$ cat src/rtl/gpio_cmd_master.sv
// gpio_cmd_master: hardware command initiator for the 32-bit GPO/GPI register file.
// Drives {code, enable, data} on o_gpo with a setup / strobe / release sequence
// and captures the GPI read-back word once the release window has elapsed.
// Optional build macro GPIO_CMD_FIFO_EN adds a FIFO_DEPTH-entry command queue
// in front of the sequencer (one extra cycle from handshake to o_gpo).
module gpio_cmd_master #(
  parameter int NB_GPIOS   = 32,
  parameter int NB_CMD     = 8,
  parameter int SETUP_CYC  = 2,
  parameter int STROBE_CYC = 4,
  parameter int RSP_CYC    = 4,
  parameter int FIFO_DEPTH = 4
) (
  input  logic                       clk,
  input  logic                       i_rstn,
  input  logic                       i_cmd_valid,
  output logic                       o_cmd_ready,
  input  logic [NB_CMD-1:0]          i_cmd_code,
  input  logic [NB_GPIOS-NB_CMD-2:0] i_cmd_data,
  output logic                       o_rsp_valid,
  output logic [NB_GPIOS-1:0]        o_rsp_data,
  output logic                       o_busy,
  output logic [NB_GPIOS-1:0]        o_gpo,
  input  logic [NB_GPIOS-1:0]        i_gpi
);

  localparam int DW     = NB_GPIOS - NB_CMD - 1;   // payload width
  localparam int EN_BIT = DW;                      // enable bit sits just above the payload
  localparam int CMDW   = NB_CMD + DW;             // stored command word {code, data}
  localparam int MAX_AB = (SETUP_CYC > STROBE_CYC) ? SETUP_CYC : STROBE_CYC;
  localparam int MAX_C  = (MAX_AB > RSP_CYC) ? MAX_AB : RSP_CYC;
  localparam int CW     = $clog2(MAX_C + 1);

  localparam logic [CW-1:0] SETUP_LD  = CW'(SETUP_CYC - 1);
  localparam logic [CW-1:0] STROBE_LD = CW'(STROBE_CYC - 1);
  localparam logic [CW-1:0] RSP_LD    = CW'(RSP_CYC - 1);

  localparam logic [1:0] S_IDLE    = 2'd0;
  localparam logic [1:0] S_SETUP   = 2'd1;
  localparam logic [1:0] S_STROBE  = 2'd2;
  localparam logic [1:0] S_RELEASE = 2'd3;

  // Elaboration-time sanity checks on the timing and queue parameters.
  if (SETUP_CYC < 1 || STROBE_CYC < 1 || RSP_CYC < 1) begin : g_bad_cyc
    $error("gpio_cmd_master: SETUP_CYC, STROBE_CYC and RSP_CYC must be >= 1");
  end
  if (FIFO_DEPTH < 2 || (FIFO_DEPTH & (FIFO_DEPTH - 1)) != 0) begin : g_bad_fifo
    $error("gpio_cmd_master: FIFO_DEPTH must be a power of 2 and >= 2");
  end

  logic [1:0]      state, state_nxt;
  logic [CW-1:0]   cnt, cnt_nxt;
  logic            start;
  logic [CMDW-1:0] start_word;
  logic            ld, en_set, en_clr, cap;
  logic            busy_nxt, ready_nxt;

`ifdef GPIO_CMD_FIFO_EN
  localparam int AW = $clog2(FIFO_DEPTH);
  localparam logic [AW:0] FULL_CNT = (AW+1)'(FIFO_DEPTH);

  logic [CMDW-1:0] fifo_mem [FIFO_DEPTH];
  logic [AW-1:0]   wr_ptr, rd_ptr;
  logic [AW:0]     fifo_cnt, fifo_cnt_nxt;
  logic            push, pop;

  assign push       = i_cmd_valid && o_cmd_ready;
  assign pop        = start;
  assign start      = (state == S_IDLE) && (fifo_cnt != '0);
  assign start_word = fifo_mem[rd_ptr];

  // Queue occupancy after this edge; a simultaneous push and pop keeps the count.
  always_comb begin
    fifo_cnt_nxt = fifo_cnt;
    if (push && !pop) begin
      fifo_cnt_nxt = fifo_cnt + (AW+1)'(1);
    end else if (!push && pop) begin
      fifo_cnt_nxt = fifo_cnt - (AW+1)'(1);
    end
  end

  // Queue pointers and occupancy; reset empties the queue.
  always_ff @(posedge clk or negedge i_rstn) begin
    if (!i_rstn) begin
      wr_ptr   <= '0;
      rd_ptr   <= '0;
      fifo_cnt <= '0;
    end else begin
      if (push) wr_ptr <= wr_ptr + AW'(1);
      if (pop)  rd_ptr <= rd_ptr + AW'(1);
      fifo_cnt <= fifo_cnt_nxt;
    end
  end

  // Queue storage; contents are only meaningful between the pointers.
  always_ff @(posedge clk) begin
    if (push) fifo_mem[wr_ptr] <= {i_cmd_code, i_cmd_data};
  end

  assign busy_nxt  = (state_nxt != S_IDLE) || (fifo_cnt_nxt != '0);
  assign ready_nxt = (fifo_cnt_nxt != FULL_CNT);
`else
  assign start      = (state == S_IDLE) && i_cmd_valid && o_cmd_ready;
  assign start_word = {i_cmd_code, i_cmd_data};
  assign busy_nxt   = (state_nxt != S_IDLE);
  assign ready_nxt  = (state_nxt == S_IDLE);
`endif

  // Sequencer next state: each phase counts down its length and hands over at zero.
  always_comb begin
    state_nxt = state;
    cnt_nxt   = cnt;
    ld        = 1'b0;
    en_set    = 1'b0;
    en_clr    = 1'b0;
    cap       = 1'b0;
    case (state)
      S_IDLE: begin
        if (start) begin
          ld        = 1'b1;
          state_nxt = S_SETUP;
          cnt_nxt   = SETUP_LD;
        end
      end
      S_SETUP: begin
        if (cnt == '0) begin
          en_set    = 1'b1;
          state_nxt = S_STROBE;
          cnt_nxt   = STROBE_LD;
        end else begin
          cnt_nxt = cnt - CW'(1);
        end
      end
      S_STROBE: begin
        if (cnt == '0) begin
          en_clr    = 1'b1;
          state_nxt = S_RELEASE;
          cnt_nxt   = RSP_LD;
        end else begin
          cnt_nxt = cnt - CW'(1);
        end
      end
      S_RELEASE: begin
        if (cnt == '0) begin
          cap       = 1'b1;
          state_nxt = S_IDLE;
          cnt_nxt   = '0;
        end else begin
          cnt_nxt = cnt - CW'(1);
        end
      end
      default: begin
        state_nxt = S_IDLE;
        cnt_nxt   = '0;
      end
    endcase
  end

  // Registered sequencer state, GPO word and response outputs.
  always_ff @(posedge clk or negedge i_rstn) begin
    if (!i_rstn) begin
      state       <= S_IDLE;
      cnt         <= '0;
      o_gpo       <= '0;
      o_rsp_data  <= '0;
      o_rsp_valid <= 1'b0;
      o_busy      <= 1'b0;
      o_cmd_ready <= 1'b1;
    end else begin
      state       <= state_nxt;
      cnt         <= cnt_nxt;
      o_busy      <= busy_nxt;
      o_cmd_ready <= ready_nxt;
      o_rsp_valid <= cap;
      if (cap) o_rsp_data <= i_gpi;
      if (ld) begin
        o_gpo <= {start_word[CMDW-1 -: NB_CMD], 1'b0, start_word[DW-1:0]};
      end else if (en_set) begin
        o_gpo[EN_BIT] <= 1'b1;
      end else if (en_clr) begin
        o_gpo[EN_BIT] <= 1'b0;
      end
    end
  end

endmodule
$ cat config.mk
export PLATFORM = sky130hd
export DESIGN_NAME = gpio_cmd_master
export DESIGN_NICKNAME = d
export VERILOG_FILES = /design/src/rtl/gpio_cmd_master.sv
export SDC_FILE = /design/constraint.sdc
export NUM_CORES = 1
export LEC_CHECK = 0
export CAP_MARGIN = 20
export CORE_ASPECT_RATIO = 1.5
export CORE_UTILIZATION = 50
export DETAILED_ROUTE_END_ITERATION = 8
export DONT_BUFFER_PORTS = 1
export PLACE_DENSITY = 0.7
export REMOVE_ABC_BUFFERS = 1
export SYNTH_ARGS = -nofsm -noshare
export SYNTH_HDL_FRONTEND = slang
export SYNTH_SLANG_ARGS = --single-unit
$ cat constraint.sdc
create_clock -name clk -period 2.1 [get_ports clk]
set_input_delay 0.42 -clock clk [delete_from_list [all_inputs] [get_ports clk]]
set_output_delay 0.42 -clock clk [all_outputs]
set_load 0.05 [all_outputs]
After elaboration in Yosys (flattened, before gate mapping)

Cells that the tools add are included.

Register bits: 72
Bits of input ports: 66
Output and inout port bits: 67
Word-level logic and storage cells: 39

Equal/unequal tests: 4
Mux-type cells: 18
Add/subtract/negate cells: 1
Reduce and logical (&&, ||, !) cells: 8

Operator list:

| operator                                                            | count |
|---|---|
| 1-bit two-way mux                                                   | 9 |
| 3-bit two-way mux                                                   | 3 |
| 3-bit one-hot mux with 3 select lines                               | 1 |
| 2-bit two-way mux                                                   | 4 |
| 2-bit one-hot mux with 4 select lines                               | 1 |
| 2-bit == test (second input constant)                               | 2 |
| 2-bit zero test                                                     | 2 |
| 3-bit zero test                                                     | 1 |
| 3-bit nonzero test                                                  | 1 |
| 3-bit by 1-bit subtractor with 3-bit output (second input constant) | 1 |
| 2-bit by 1-bit == test with 1-bit output (second input constant)    | 1 |
| 1-bit logical AND                                                   | 2 |
| 2-bit inequality test (second input constant)                       | 1 |
| 2-bit nonzero test                                                  | 1 |
| 2-bit OR reduction                                                  | 1 |

Longest topological paths before layout

Depth in word-level cells: 6
Gate-level depth with buffers: 6
Gate-level depth less buffers: 5

Least setup slack after synthesis

OpenSTA, ideal clock, no wires.

Path kind: reg2reg
Start: reg o_cmd_ready
End: reg o_gpo[0]
Data arrival time: 1.563 ns
Path slack: 0.412 ns
Cell stages (with the launch flop): 5
Required time: 1.975 ns
Path buffers: 2
Clock period less this slack: 1.688 ns
Library setup time: 0.125 ns
Cell sequence: dfstp_2 and3_1 buf_2 buf_2 mux2_2

Longest elaborated chain between the ends: 3

RTL lines:

| element                  | line | RTL |
|---|---|---|
| start: declaration       | 17   | `output logic o_cmd_ready,` |
| start signal: assignment | 173  | `o_cmd_ready <= ready_nxt;` |
| 1-bit logical AND        | 103  | `assign start = (state == S_IDLE) && i_cmd_valid && o_cmd_ready;` |
| 1-bit two-way mux        | 119  | `if (start) begin` |
| 1-bit two-way mux        | 117  | `case (state)` |
| end signal: assignment   | 177  | `o_gpo <= {start_word[CMDW-1 -: NB_CMD], 1'b0, start_word[DW-1:0]};` |
| end: declaration         | 23   | `output logic [NB_GPIOS-1:0] o_gpo,` |

No other way between the ends.
A chain may end at the register's enable or synchronous reset.

Worst setup path after layout

Start: reg cnt[0]
End: reg o_rsp_data[11]

Longest elaborated chain between the ends: 3

RTL lines:

| element                  | line | RTL |
|---|---|---|
| start: declaration       | 52   | `logic [CW-1:0] cnt, cnt_nxt;` |
| start signal: assignment | 171  | `cnt <= cnt_nxt;` |
| 3-bit zero test          | 144  | `if (cnt == '0) begin` |
| 1-bit two-way mux        | 144  |  |
| 1-bit two-way mux        | 117  |  |
| end signal: assignment   | 175  | `if (cap) o_rsp_data <= i_gpi;` |
| end: declaration         | 21   | `output logic [NB_GPIOS-1:0] o_rsp_data,` |

No other way between the ends.

==> metrics.cfg <==
[layout]
drive_above_1_share_pct = 42.1
final_nets = 271
final_util_pct = 57.8
diodes = 0
area_growth_pct = 9.38
fillers = 464

[die]
io_pins = 133
die_h_um = 95.6
initial_core_util_pct = 52.8
fp-row-count = 33
dieArea_sq_mm = 0.00616
die_w_um = 64.4
coreArea_sq_mm = 0.00553

[critical_path]
worst-setup-path-type = register to register
r2r_cells = 5
r2r_slack_ns = 0.31
r2r_end = o_rsp_data[11]
worst_setup_path_end_kind = register
crit_path_start = cnt[0]
path_max_fanout = 33
startpoint_type = register
crit_required_ns = 2.31
reg2reg_from = cnt[0]
arrival_ns = 2.00

[sta]
clock_skew_ns = 0.00743
fin_crit_sh_pct = 85.0
max_slew.worst_pin.slew_ns = 0.506
setup_viol = 0
post-route-min-period_ns = 1.79
drv_slew = 0
relSlewSlack_pct = 66.3
max_freq_ghz = 0.560
final_hold_viol_count = 0
worst_slack_ns = 0.314
rsz0062_at_grt = false

[synth]
synth_seq_cells = 72
yosysMostFrequentCell = dfrtp_1
synth-simple-area-share_pct = 3.38
ys_async_sr_fraction_pct = 100
yosysTopAreaCellShare_pct = 60.8
syn_avg_cell_area_sq_um = 15.3
muxShareOfSynthArea_pct = 24.4
synth_area_leaders = dfrtp_1 (61%), mux2_2 (24%), ha_1 (3.0%), clkbuf_8 (1.4%), dfstp_2 (0.90%)
yosys_warnings = 0
netlist_instances = 191
synthDistinctLibCells = 32
synth_compound_area_share_pct = 4.50
synth_top_family_by_area = multiplexers
synthTopCellsByCount = dfrtp_1 (71), mux2_2 (62), ha_1 (7)
synth_edf_count = 0
synthAdderAreaFrac_pct = 3.00
synth_top_area_cell = dfrtp_1
ys_seq_area_share_pct = 61.7
yosys.area_share.xor_xnor_pct = 0
synth-main-ff-cell = dfrtp_1
syn-cell-area_sq_mm = 0.00292

[drt]
vias = 1543
ant_nets = 0
drc = 0
avgRoutedWirePerCell_um = 18.4
drt_wl_total_um = 5000
firstDrtPassIters = 4
met2_length_um = 2760
wl_met3_um = 432
drt_iter0_drc = 43
highest_layer = met4
via_per_inst = 5.67
wl_met1_um = 1730

[worst_hold_path]
hp-class = primary input to register
holdPathStages = 1
min_from = i_cmd_code[3]
hold_end = o_gpo[27]

[global_routing]
grt_pass1_vias = 1619
grt_max_degree = 73
grt_pass1_wl_um = 7860
grt.total_usage_pct = 17.5
antenna_found_initial = 0
grt-ovfl-total = 0

[clock_tree]
clk_latency_ns = 0.33
post_cts_resized = 0
max-clock-path-buffers = 2
cts_made_buffers = 9
htree_levels = 3
postCtsSetupRepairBufs = 0
cts-root-buf = clkbuf_8
cts_tree = done
clkTransAtPathRegs_ns = 0.07
cts.sinks = 72

[place]
gp_congestion = 0.726
dp_hpwl_um = 3620
place_ws_ns = 0.292
port_buffers = 0

[job]
cap_violations = 0

[status]
status = finished clean

-- stage by stage --
stage	TNS [ns]	hold slack, ns	cell area [sq um]	std cells
finish	0	0.240	3200	272
global route	0	0.209	3200	272
CTS	0	-0.247	3160	270
detailed placement	0	0.126	2970	255
global placement	0	0.126	2970	255
floorplan	-1.14	0.124	2860	183
-- final cells by class --
cell class / instances / area (sq um) / share of cell area (%)
tap: 70 / 87.6 / 2.74
multi-input combinational: 105 / 1030 / 32.3
inverter: 6 / 22.5 / 0.705
timing repair buffer: 4 / 65.1 / 2.04
sequential: 72 / 1800 / 56.4
clock inverter: 4 / 45.0 / 1.41
clock buffer: 11 / 141 / 4.42
-- cells by family (layout without fill, tap and decap cells) --
family / after synthesis / after routing
AOI/OAI and AO/OA: 18 / 18
adders and majority gates: 7 / 7
and+or+nand+nor: 17 / 17
muxes: 63 / 63
buffers and inverters: 14 / 25
DFF: 72 / 72
-- flip-flops by register name (all words and copies together), names as in the netlist --
signal and flops:
o_cmd_ready 1, state 2, cnt 3, o_gpo 32, o_busy 1, o_rsp_data 32, o_rsp_valid 1
-- cell usage in the layout (no fill, tap or decap), drive strengths merged, types with 2 or more instances in the layout --
cell and instances:
dfrtp 71, mux2 63, clkbuf 11, ha 7
inv 6, nand2 6, nor2 4, a21oi 3
clkinv 3, buf 3, a21o 2, o21ai 2
o31ai 2
-- worst max-delay path by stage --
stage                           endpoint  slack, ns  depth (start not counted)
after floorplan                   o_busy      -0.09                          3
after global placement     o_rsp_data[5]       0.42                          5
after detailed placement  o_rsp_data[22]       0.29                          5
after CTS                 o_rsp_data[11]       0.30                          5
after global routing      o_rsp_data[11]       0.19                          5
final                     o_rsp_data[11]       0.31                          5
-- worst max-delay path: stages (launching register included) --
cell and delay, ns:
dfrtp_1 0.33, inv_1 0.08, ha_1 0.26, and2b_2 0.26, nand2_4 0.34, mux2_2 0.39
-- metal layers --
metal	global-route usage, %	vias up
met5	0	-
met4	8.15	0
met3	7.66	9
met2	29.3	85
met1	18.9	769
li1	-	680
Power is not shown: default switching activity piles up to over one toggle a cycle in this logic, so the estimate is an artifact.
